==> src/rtl/m_or_carry_acc.sv <==
// Registered stochastic OR-adder with carry recovery.
// Multiple high inputs in one cycle are accumulated as excess counts. Those counts are
// re-emitted in later cycles where no input is high, which reduces the OR saturation bias.
module m_or_carry_acc #(
  parameter int unsigned N    = 3,
  parameter int unsigned CW   = 4,
  parameter int unsigned MODE = 1
) (
  input  logic                         CLK,
  input  logic                         RESET,
  input  logic                         EN,
  input  logic                         CLR,
  input  logic [N-1:0]                 IN,
  output logic                         OUT,
  output logic                         CARRY0,
  output logic                         CARRY1,
  output logic [$clog2(N+1)-1:0]       N_HIGH,
  output logic [CW-1:0]                ACC,
  output logic                         SAT
);

  localparam int unsigned NB = $clog2(N + 1);
  // Wide enough that ACC + popcount can never overflow.
  localparam int unsigned SW = CW + NB + 1;
  localparam logic [CW-1:0] AccMax = '1;

  logic [NB-1:0] pop_c;
  logic [SW-1:0] sum_c;
  logic [SW-1:0] rem_c;
  logic          rec_out_c;
  logic          clip_c;

  logic          out_q, out_d;
  logic          carry0_q, carry0_d;
  logic          carry1_q, carry1_d;
  logic [NB-1:0] n_high_q, n_high_d;
  logic [CW-1:0] acc_q, acc_d;
  logic          sat_q, sat_d;

  // Popcount of the input streams and the carry-recovery arithmetic.
  always_comb begin
    pop_c = '0;
    for (int i = 0; i < int'(N); i++) begin
      pop_c = pop_c + NB'(IN[i]);
    end
    sum_c     = SW'(acc_q) + SW'(pop_c);
    rec_out_c = |sum_c;
    // At most one count leaves per cycle; the rest stays in the accumulator.
    rem_c     = sum_c - SW'(rec_out_c);
    clip_c    = rem_c > SW'(AccMax);
  end

  // Next-state selection: CLR beats EN, and EN=0 zeroes the stream outputs but holds the state.
  always_comb begin
    out_d    = 1'b0;
    carry0_d = 1'b0;
    carry1_d = 1'b0;
    n_high_d = '0;
    acc_d    = acc_q;
    sat_d    = sat_q;
    if (EN) begin
      n_high_d = pop_c;
      // Comparisons in 32 bits so that narrow popcounts (N=1) do not truncate the constants.
      carry0_d = (N > 1) && (32'(pop_c) > 32'd1);
      carry1_d = (N > 2) && (32'(pop_c) > 32'd2);
    end
    if (CLR) begin
      acc_d = '0;
      sat_d = 1'b0;
      out_d = EN && (pop_c != '0);
    end else if (EN) begin
      if (MODE == 1) begin
        out_d = rec_out_c;
        acc_d = clip_c ? AccMax : rem_c[CW-1:0];
        sat_d = sat_q | clip_c;
      end else begin
        out_d = pop_c != '0;
        acc_d = '0;
        sat_d = 1'b0;
      end
    end
  end

  // State and registered outputs, cleared asynchronously by RESET.
  always_ff @(posedge CLK or posedge RESET) begin
    if (RESET) begin
      out_q    <= 1'b0;
      carry0_q <= 1'b0;
      carry1_q <= 1'b0;
      n_high_q <= '0;
      acc_q    <= '0;
      sat_q    <= 1'b0;
    end else begin
      out_q    <= out_d;
      carry0_q <= carry0_d;
      carry1_q <= carry1_d;
      n_high_q <= n_high_d;
      acc_q    <= acc_d;
      sat_q    <= sat_d;
    end
  end

  assign OUT    = out_q;
  assign CARRY0 = carry0_q;
  assign CARRY1 = carry1_q;
  assign N_HIGH = n_high_q;
  assign ACC    = acc_q;
  assign SAT    = sat_q;

endmodule

==> config.mk <==
export PLATFORM = sky130hd
export DESIGN_NAME = m_or_carry_acc
export DESIGN_NICKNAME = d
export VERILOG_FILES = /design/src/rtl/m_or_carry_acc.sv
export SDC_FILE = /design/constraint.sdc
export NUM_CORES = 1
export LEC_CHECK = 0
export BUFFER_PORTS_ARGS = -buffer_cell sky130_fd_sc_hd__buf_2
export CORE_MARGIN = 5
export CORE_UTILIZATION = 47
export DETAILED_ROUTE_END_ITERATION = 7
export HOLD_SLACK_MARGIN = 0.08
export PLACE_DENSITY_LB_ADDON = 0.2
export SYNTH_ARGS = -nofsm -noshare
export SYNTH_HDL_FRONTEND = slang
export SYNTH_SLANG_ARGS = --single-unit
==> constraint.sdc <==
create_clock -name CLK -period 2.93 [get_ports CLK]
set_input_delay 0.1465 -clock CLK [delete_from_list [all_inputs] [get_ports CLK]]
set_output_delay 0.1465 -clock CLK [all_outputs]
set_load 0.005 [all_outputs]
[After elaboration in Yosys (flattened, before gate mapping)]
Cells that the tools add are included.
Cells by class
  magnitude comparators: 3
  $add $sub $neg: 4
  reduce and logical (&&, ||, !) cells: 4
  multiplexer cells: 10
  bitwise logic cells: 1
Operators with widths (number)
  $mux 4: 3
  $gt 7x4->1 const B: 1
  $reduce_or 7->1: 1
  $mux 1: 6
  $sub 5x1->6: 1
  $add 4x2->5: 1
  $reduce_bool 2->1: 2
  $add 1x1->2: 1
  $add 2x1->2: 1
  $gt 2x1->1 const B: 1
  $gt 2x2->1 const B: 1
  $mux 2: 1
  $logic_and 1x1->1: 1
  $or 1x1->1: 1
Storage, ports and cells
  flip-flop bits (word level): 10
  output and inout port bits: 10
  bits of input ports: 7
  word-level logic and storage cells: 28

[Logic depth before layout (Yosys ltp)]
Gate-level depths: netlist (run 1).
  depth in word-level cells: 9
  gate-level depth with buffers: 14
  mapped depth without buffers: 13

[Least setup slack after synthesis (run 1)]
Ideal clock, no wire load.
  path kind: input port to flip-flop
  start: input IN[0]
  end: register acc_q[3], in the netlist ACC[3]
  data required time: 2.800 ns
  path buffers: 1
  stages on the path: 13
  slack: 0.012 ns
  library setup time: 0.130 ns
  arrival time: 2.788 ns
  path through: fa_1 > ha_1 > fa_1 > buf_6 > o21ai_0 > nand4_1 > ha_1 > ha_1 > nor4b_2 > a21oi_1 > o21ai_2 > a31oi_1 > a211oi_2
Between the ends
  word-level cells in the longest chain between the ends: 9
RTL lines
  start: declaration: RTL line 13  | input logic [N-1:0] IN,
  $add 1x1->2 *: RTL line 44  | pop_c = pop_c + NB'(IN[i]);
  $add 2x1->2 *: RTL line 44
  $add 4x2->5 *: RTL line 46  | sum_c = SW'(acc_q) + SW'(pop_c);
  $reduce_or 7->1: RTL line 47  | rec_out_c = |sum_c;
  $sub 5x1->6 *: RTL line 49  | rem_c = sum_c - SW'(rec_out_c);
  $gt 7x4->1: RTL line 50  | clip_c = rem_c > SW'(AccMax);
  $mux 4 *: RTL line 74  | acc_d = clip_c ? AccMax : rem_c[CW-1:0];
  $mux 4 *: RTL line 71  | end else if (EN) begin
  $mux 4 *: RTL line 67  | if (CLR) begin
  end signal: assignment: RTL line 91  | acc_q <= '0;
  end signal: assignment: RTL line 98  | acc_q <= acc_d;
  end: declaration: RTL line 37  | logic [CW-1:0] acc_q, acc_d;
Mark *: on every way between the ends. The rest lies on a longest branch, timed or not. The select of a mux whose other input is x is not followed.
A chain may end at the register's enable or synchronous reset.

[Worst setup path in the final report (run 1)]
Same ends and word-level chain as after synthesis.

==> results.json, run 1 <==
{
  "die_y_um": 48.65,
  "holdWs_ns": 0.1729,
  "p_int_mw": 0.4756,
  "critPathLaunchType": "input port",
  "synth_warnings": 0,
  "drtIter0Drc": 6,
  "syn_inst": 77,
  "numCtsBuffers": 3,
  "syn-num-nets": 90,
  "layout-drive-gt1-share_pct": 35.00,
  "antennaDiodeCount": 0,
  "max_freq_mhz": 370.7,
  "hold_viol": 0,
  "cts_tree": "built",
  "final_common_cell": "buf_2",
  "io_buffers": 16,
  "ir_drop_mv": 0.7277,
  "syn_to_final_growth_pct": 22.10,
  "seq_area_frac_synth_pct": 32.09,
  "synth_seq_cells": 9,
  "dpl.hpwl_mm": 1.103,
  "status": "completed",
  "dp.cells": 111,
  "clock_power_share_pct": 11.5,
  "cts_sinks": 9,
  "pwr-share-comb_pct": 62.7,
  "min_path_type": "input port to register",
  "vias": 604,
  "wl_mm": 1.510,
  "nFillCells": 143,
  "grt_pass1_wl_mm": 2.766,
  "insertion_delay_ns": 0.26,
  "cts_root_buffer": "clkbuf_4",
  "critPathCaptureType": "register",
  "dieArea_mm2": 0.002366,
  "period_needed_ns": 2.698,
  "p_seq_share_pct": 25.8,
  "overflow": 0,
  "avgSynthCellArea_um2": 9.116,
  "cp_max_fo": 6,
  "coreArea_mm2": 0.001454,
  "wire_per_inst_um": 13.02,
  "drcViolationCount": 0,
  "ys_types": 31,
  "grt_util_all_layers_pct": 14.65,
  "num_io_pins": 17,
  "maxSlewViolCount": 0,
  "antenna_found_initial": 0,
  "postRouteAntennaNets": 0,
  "finalCritPeriodShare_pct": 92.07,
  "critPathRequiredTime_ns": 3.07,
  "nNetsFinal": 114,
  "relSlewSlack_pct": 73.18,
  "fin_skew_ns": 0.004784,
  "grt_max_degree": 14,
  "criticalPathCategory": "input port to register",
  "synthesis.area_um2": 701.9,
  "setup_viol": 0,
  "rows": 14,
  "drt-pass1-iter-count": 3,
  "clk_pin_slew_ns": 0.06,
  "leakagePower_nw": 0.4315,
  "p_per_area_mw_per_mm2": 973.7,
  "swShare_pct": 43.01,
  "cts_htree_levels": 1,
  "rsz0062_at_grt": "no",
  "start_util_pct": 48.28,
  "worstMarginPinSlew_ns": 0.4023,
  "cts_max_path_buffers": 2,
  "place.gp.congestion": 0.7390,
  "post-cts-setup-buffers": 0,
  "chipWidth_um": 48.65,
  "final_cell_mix": "buf_2, dfrtp_1, buf_4, inv_1",
  "grt_pass1_vias": 610,
  "crit_arrival_ns": 2.83,
  "switchingPower_mw": 0.3589,
  "drv_cap": 0,
  "viasPerCell": 5.207,
  "final_cells": 116
}
==> layout make-up <==
class | count | area (um2) | area share (%)
flip-flops and latches | 9 | 225.2 | 26.28
multi-input cells | 55 | 407.9 | 47.59
well taps | 16 | 20.02 | 2.336
repair buffers | 25 | 150.1 | 17.52
clock inverters | 1 | 5.005 | 0.5839
clock buffers | 3 | 22.52 | 2.628
inverters | 7 | 26.28 | 3.066
==> what timing repair did <==
| item | CTS | global route |
|---|---|---|
| setup endpoints to repair | 0 | 2 |
| gates resized for setup | 0 | 3 |
| hold endpoints to repair | 9 | 0 |
| hold buffers | 1 | 0 |
==> Yosys cell counts <==
library cell / count / area, um2
dfrtp_1: 9 / 225.2
inv_1: 7 / 26.28
o21ai_0: 7 / 35.03
a21oi_1: 6 / 30.03
nand2_1: 5 / 18.77
ha_1: 4 / 50.05
buf_6: 3 / 33.78
nor2_1: 3 / 11.26
o21ai_1: 3 / 15.01
a31oi_1: 2 / 12.51
and2_1: 2 / 12.51
buf_2: 2 / 10.01
fa_1: 2 / 40.04
nand3_1: 2 / 10.01
nor3_1: 2 / 10.01
nor3b_1: 2 / 15.01
xor2_1: 2 / 17.52
a211oi_2: 1 / 12.51
a21oi_4: 1 / 16.27
and3_1: 1 / 6.260
buf_4: 1 / 7.510
mux2i_1: 1 / 10.01
nand2_2: 1 / 6.260
nand2b_1: 1 / 6.260
nand4_1: 1 / 6.260
nand4b_1: 1 / 8.760
nor2b_2: 1 / 8.760
nor4_1: 1 / 6.260
nor4b_2: 1 / 15.01
o211a_1: 1 / 10.01
o21ai_2: 1 / 8.760
==> stage by stage <==
stage	instance area, um2	TNS (ns)	total power [mW]	setup slack (ns)	utilization [%]
final	857.1	0	0.8345	0.2324	58.95
after global routing	857.1	0	0.9317	0.04136	58.95
after CTS	848.3	0	0.8208	0.1885	58.35
after detailed placement	810.8	-0.1077	0.7173	-0.08646	55.77
after global placement	810.8	0	0.7125	0.004803	55.77
after floorplan	701.9	0	0.5657	0.01218	-
==> final timing paths <==
kind                         from      to  slack (ns)  cells past startpoint
setup / recovery            IN[0]  ACC[3]        0.23                     13
hold / removal                CLR  ACC[3]        0.17                      2
setup reg to reg           ACC[0]  ACC[3]        0.35                     11
hold reg to reg               SAT     SAT        0.52                      2
max in group asynchronous   RESET  ACC[3]        2.30                      3
min in group asynchronous   RESET  CARRY1        0.38                      3
==> power groups by stage <==
stage                     clock, mW  sequential, mW  combinational [mW]
after CTS                    0.0966           0.215               0.509
final                        0.0964           0.215               0.523
after floorplan                   0           0.191               0.374
after global routing          0.102           0.225               0.605
after detailed placement          0           0.216               0.501
after global placement            0           0.214               0.498
==> flip-flops by register name, summed over array words and instances (netlist names) <==
name    cells
SAT         1
ACC         4
N_HIGH      1
CARRY1      1
CARRY0      1
OUT         1
==> logic make-up after synthesis <==
group,after synthesis,synth area share (%)
mux,1,1.426
fa+ha+maj,6,12.83
buf+inv,13,11.05
compound gates,22,19.96
xor+xnor,2,2.496
simple gates,24,20.14
flops,9,32.09
==> critical path, cell delays in order <==
cell	delay, ns
buf_2	0.11
fa_1	0.52
ha_1	0.24
fa_1	0.41
o21ai_1	0.13
nand4_1	0.13
ha_1	0.22
ha_1	0.24
nor4b_2	0.18
a21oi_1	0.16
o21ai_2	0.07
a31oi_1	0.18
a211oi_2	0.09
==> per-layer routing <==
metal | GRT usage, % | part of all wire, % | vias up
met1 | 18.25 | 45 | 279
li1 | - | - | 313
met2 | 23.70 | 50 | 10
met4 | 8.072 | 1.3 | 0
met3 | 2.454 | 3.6 | 2
met5 | 0 | 0 | -
Note: power is estimated with default switching activity, not from simulation.
==> inputs of run 2 (changes only) <==
--- a/config.mk
+++ b/config.mk
@@ -10,7 +10,7 @@
 export CORE_UTILIZATION = 47
 export DETAILED_ROUTE_END_ITERATION = 7
 export HOLD_SLACK_MARGIN = 0.08
-export PLACE_DENSITY_LB_ADDON = 0.2
+export PLACE_DENSITY = 0.72
 export SYNTH_ARGS = -nofsm -noshare
 export SYNTH_HDL_FRONTEND = slang
 export SYNTH_SLANG_ARGS = --single-unit
==> run 2 against run 1 <==
Compared with the run above:
- clock skew decreased by 0.0044 ns
- worst hold slack lost 0.010 ns
- non-clock buffer count did not move
- clock power down 4.4%
- sequential power decreased by 2%
- first-iteration DRC count is 50% lower
- via count shrank 1.3%
- utilization unchanged
- wire length fell by 7.0%
- combinational power is 4.6% lower
- critical path type unchanged
- register-to-register slack about the same
- maximum frequency rose by 0.46%
==> results.json, run 2 (same netlist as run 1, synthesis figures left out) <==
{
  "status": "completed",
  "critPathLaunchType": "input port",
  "rows": 14,
  "post-route-util_pct": 58.95,
  "dieArea_mm2": 0.002366,
  "criticalPathCategory": "input port to register",
  "max_freq_mhz": 372.4,
  "grt_pass1_wl_mm": 2.387,
  "cts_max_path_buffers": 2,
  "coreArea_mm2": 0.001454,
  "finalCritPeriodShare_pct": 91.64,
  "cts_root_buffer": "clkbuf_4",
  "final_cells": 116,
  "dp.cells": 111,
  "min_path_type": "input port to register",
  "wire_per_inst_um": 12.10,
  "cts_sinks": 9,
  "dpl.hpwl_mm": 1.064,
  "reg2reg_to": "ACC[3]",
  "worstMarginPinSlew_ns": 0.3983,
  "reg2reg_slack_ns": 0.34,
  "grt_util_all_layers_pct": 12.77,
  "largest_reg_flops": 4,
  "multiInputGateArea_um2": 409.1,
  "ir_drop_mv": 0.4564,
  "numCtsBuffers": 3,
  "syn_to_final_growth_pct": 22.10,
  "insertion_delay_ns": 0.25,
  "critPathRequiredTime_ns": 3.06,
  "p_per_area_mw_per_mm2": 936.8,
  "area.sequential_um2": 225.2,
  "wl_mm": 1.404,
  "cpMaxStageDelayCell": "fa_1",
  "cp_max_fo": 6,
  "viasPerCell": 5.138,
  "crit_family": "adder cells",
  "total_power_mw": 0.8029,
  "cp_common_cell": "ha_1",
  "drt-pass1-iter-count": 4,
  "cts_tree": "built",
  "place.gp.congestion": 0.8031,
  "grt_pass1_vias": 549,
  "setup_viol": 0,
  "period_needed_ns": 2.685,
  "worst-path-buf-inv": 1,
  "r2r.worst_path.cells": 11,
  "drcViolationCount": 0,
  "r2r_start": "ACC[0]",
  "relSlewSlack_pct": 73.45,
  "fin_skew_ns": 0.0003690,
  "post-cts-setup-buffers": 0,
  "hp-start": "CLR",
  "crit_arrival_ns": 2.82,
  "antennaDiodeCount": 0,
  "die_y_um": 48.65,
  "drtIter0Drc": 3,
  "min_path_cells": 2,
  "maxSlewViolCount": 0,
  "nFillCells": 133,
  "clk_pin_slew_ns": 0.06,
  "final_cell_mix": "buf_2, dfrtp_1, buf_4, o21ai_0, inv_1",
  "hold_viol": 0,
  "antenna_found_initial": 0,
  "drv_cap": 0,
  "crit_chain": "buf_2 -> fa_1 -> ha_1 -> fa_1 -> o21ai_0 -> nand4_1 -> ha_1 -> ha_1 -> nor4b_2 -> a21oi_1 -> o21ai_2 -> a31oi_1 -> a211oi_2",
  "max_stage_delay_ns": 0.49,
  "final_common_cell": "buf_2",
  "vias": 596,
  "grt_max_degree": 14,
  "io_buffers": 16,
  "postRouteAntennaNets": 0,
  "chipWidth_um": 48.65,
  "cts_htree_levels": 1,
  "layout-drive-gt1-share_pct": 35.00,
  "min_to": "ACC[3]",
  "nNetsFinal": 114,
  "critPathCaptureType": "register",
  "num_io_pins": 17,
  "start_util_pct": 48.28,
  "overflow": 0,
  "leakagePower_nw": 0.4254
}
[run 2: worst max-delay path by stage]
stage                   to  cells after the start  slack (ns)  start
CTS                 ACC[3]                     13        0.24  IN[0]
global route        ACC[3]                     14      -0.003  IN[0]
finish              ACC[3]                     13        0.24  IN[0]
global placement    ACC[3]                     13       0.007  IN[0]
detailed placement  ACC[3]                     13       -0.04  IN[0]
floorplan           ACC[3]                     13        0.01  IN[0]
[run 2: cell type report]
cell class | instances | share of cell area, %
clock buffer | 4 | 3.066
inverter | 7 | 3.066
multi-input combinational | 55 | 47.74
sequential | 9 | 26.28
tap | 16 | 2.336
timing repair buffer | 25 | 17.52
[run 2: worst register-to-register path: stages (launching register included)]
cell and delay [ns]:
dfrtp_1 0.39, ha_1 0.23, fa_1 0.41, o21ai_0 0.16, nand4_1 0.14, ha_1 0.22
ha_1 0.25, nor4b_2 0.18, a21oi_1 0.15, o21ai_2 0.07, a31oi_1 0.18, a211oi_2 0.09
[run 2: repair_timing]
item / CTS / global route
hold endpoints to repair: 9 / 0
endpoints found under the setup margin: 0 / 3
hold buffers: 1 / 0
resized for setup: 0 / 2
[run 2: stage by stage]
step	hold WS (ns)	cell area, um2	worst slack [ns]	setup TNS [ns]
finish	0.1627	857.1	0.2449	0
global route	0.1698	857.1	-0.002563	-0.002929
CTS	0.1548	847.1	0.2379	0
detailed placement	0.1263	810.8	-0.04192	-0.04192
global placement	0.1110	810.8	0.007454	0
floorplan	-0.02558	701.9	0.01218	0
[run 2: where the power goes]
part / internal, mW / switching (mW)
clock network: 0.0523 / 0.0400
logic: 0.247 / 0.252
registers: 0.159 / 0.0525
[run 2: routing by layer]
| metal | routed length (um) | global-route usage [%] | part of all wire (%) | vias to the layer above |
|---|---|---|---|---|
| met5 | 0 | 0 | 0 | - |
| met4 | 12 | 4.036 | 0.85 | 0 |
| met3 | 95 | 6.135 | 6.8 | 3 |
| met2 | 611 | 18.04 | 44 | 15 |
| met1 | 685 | 17.02 | 49 | 267 |
| li1 | - | - | - | 311 |
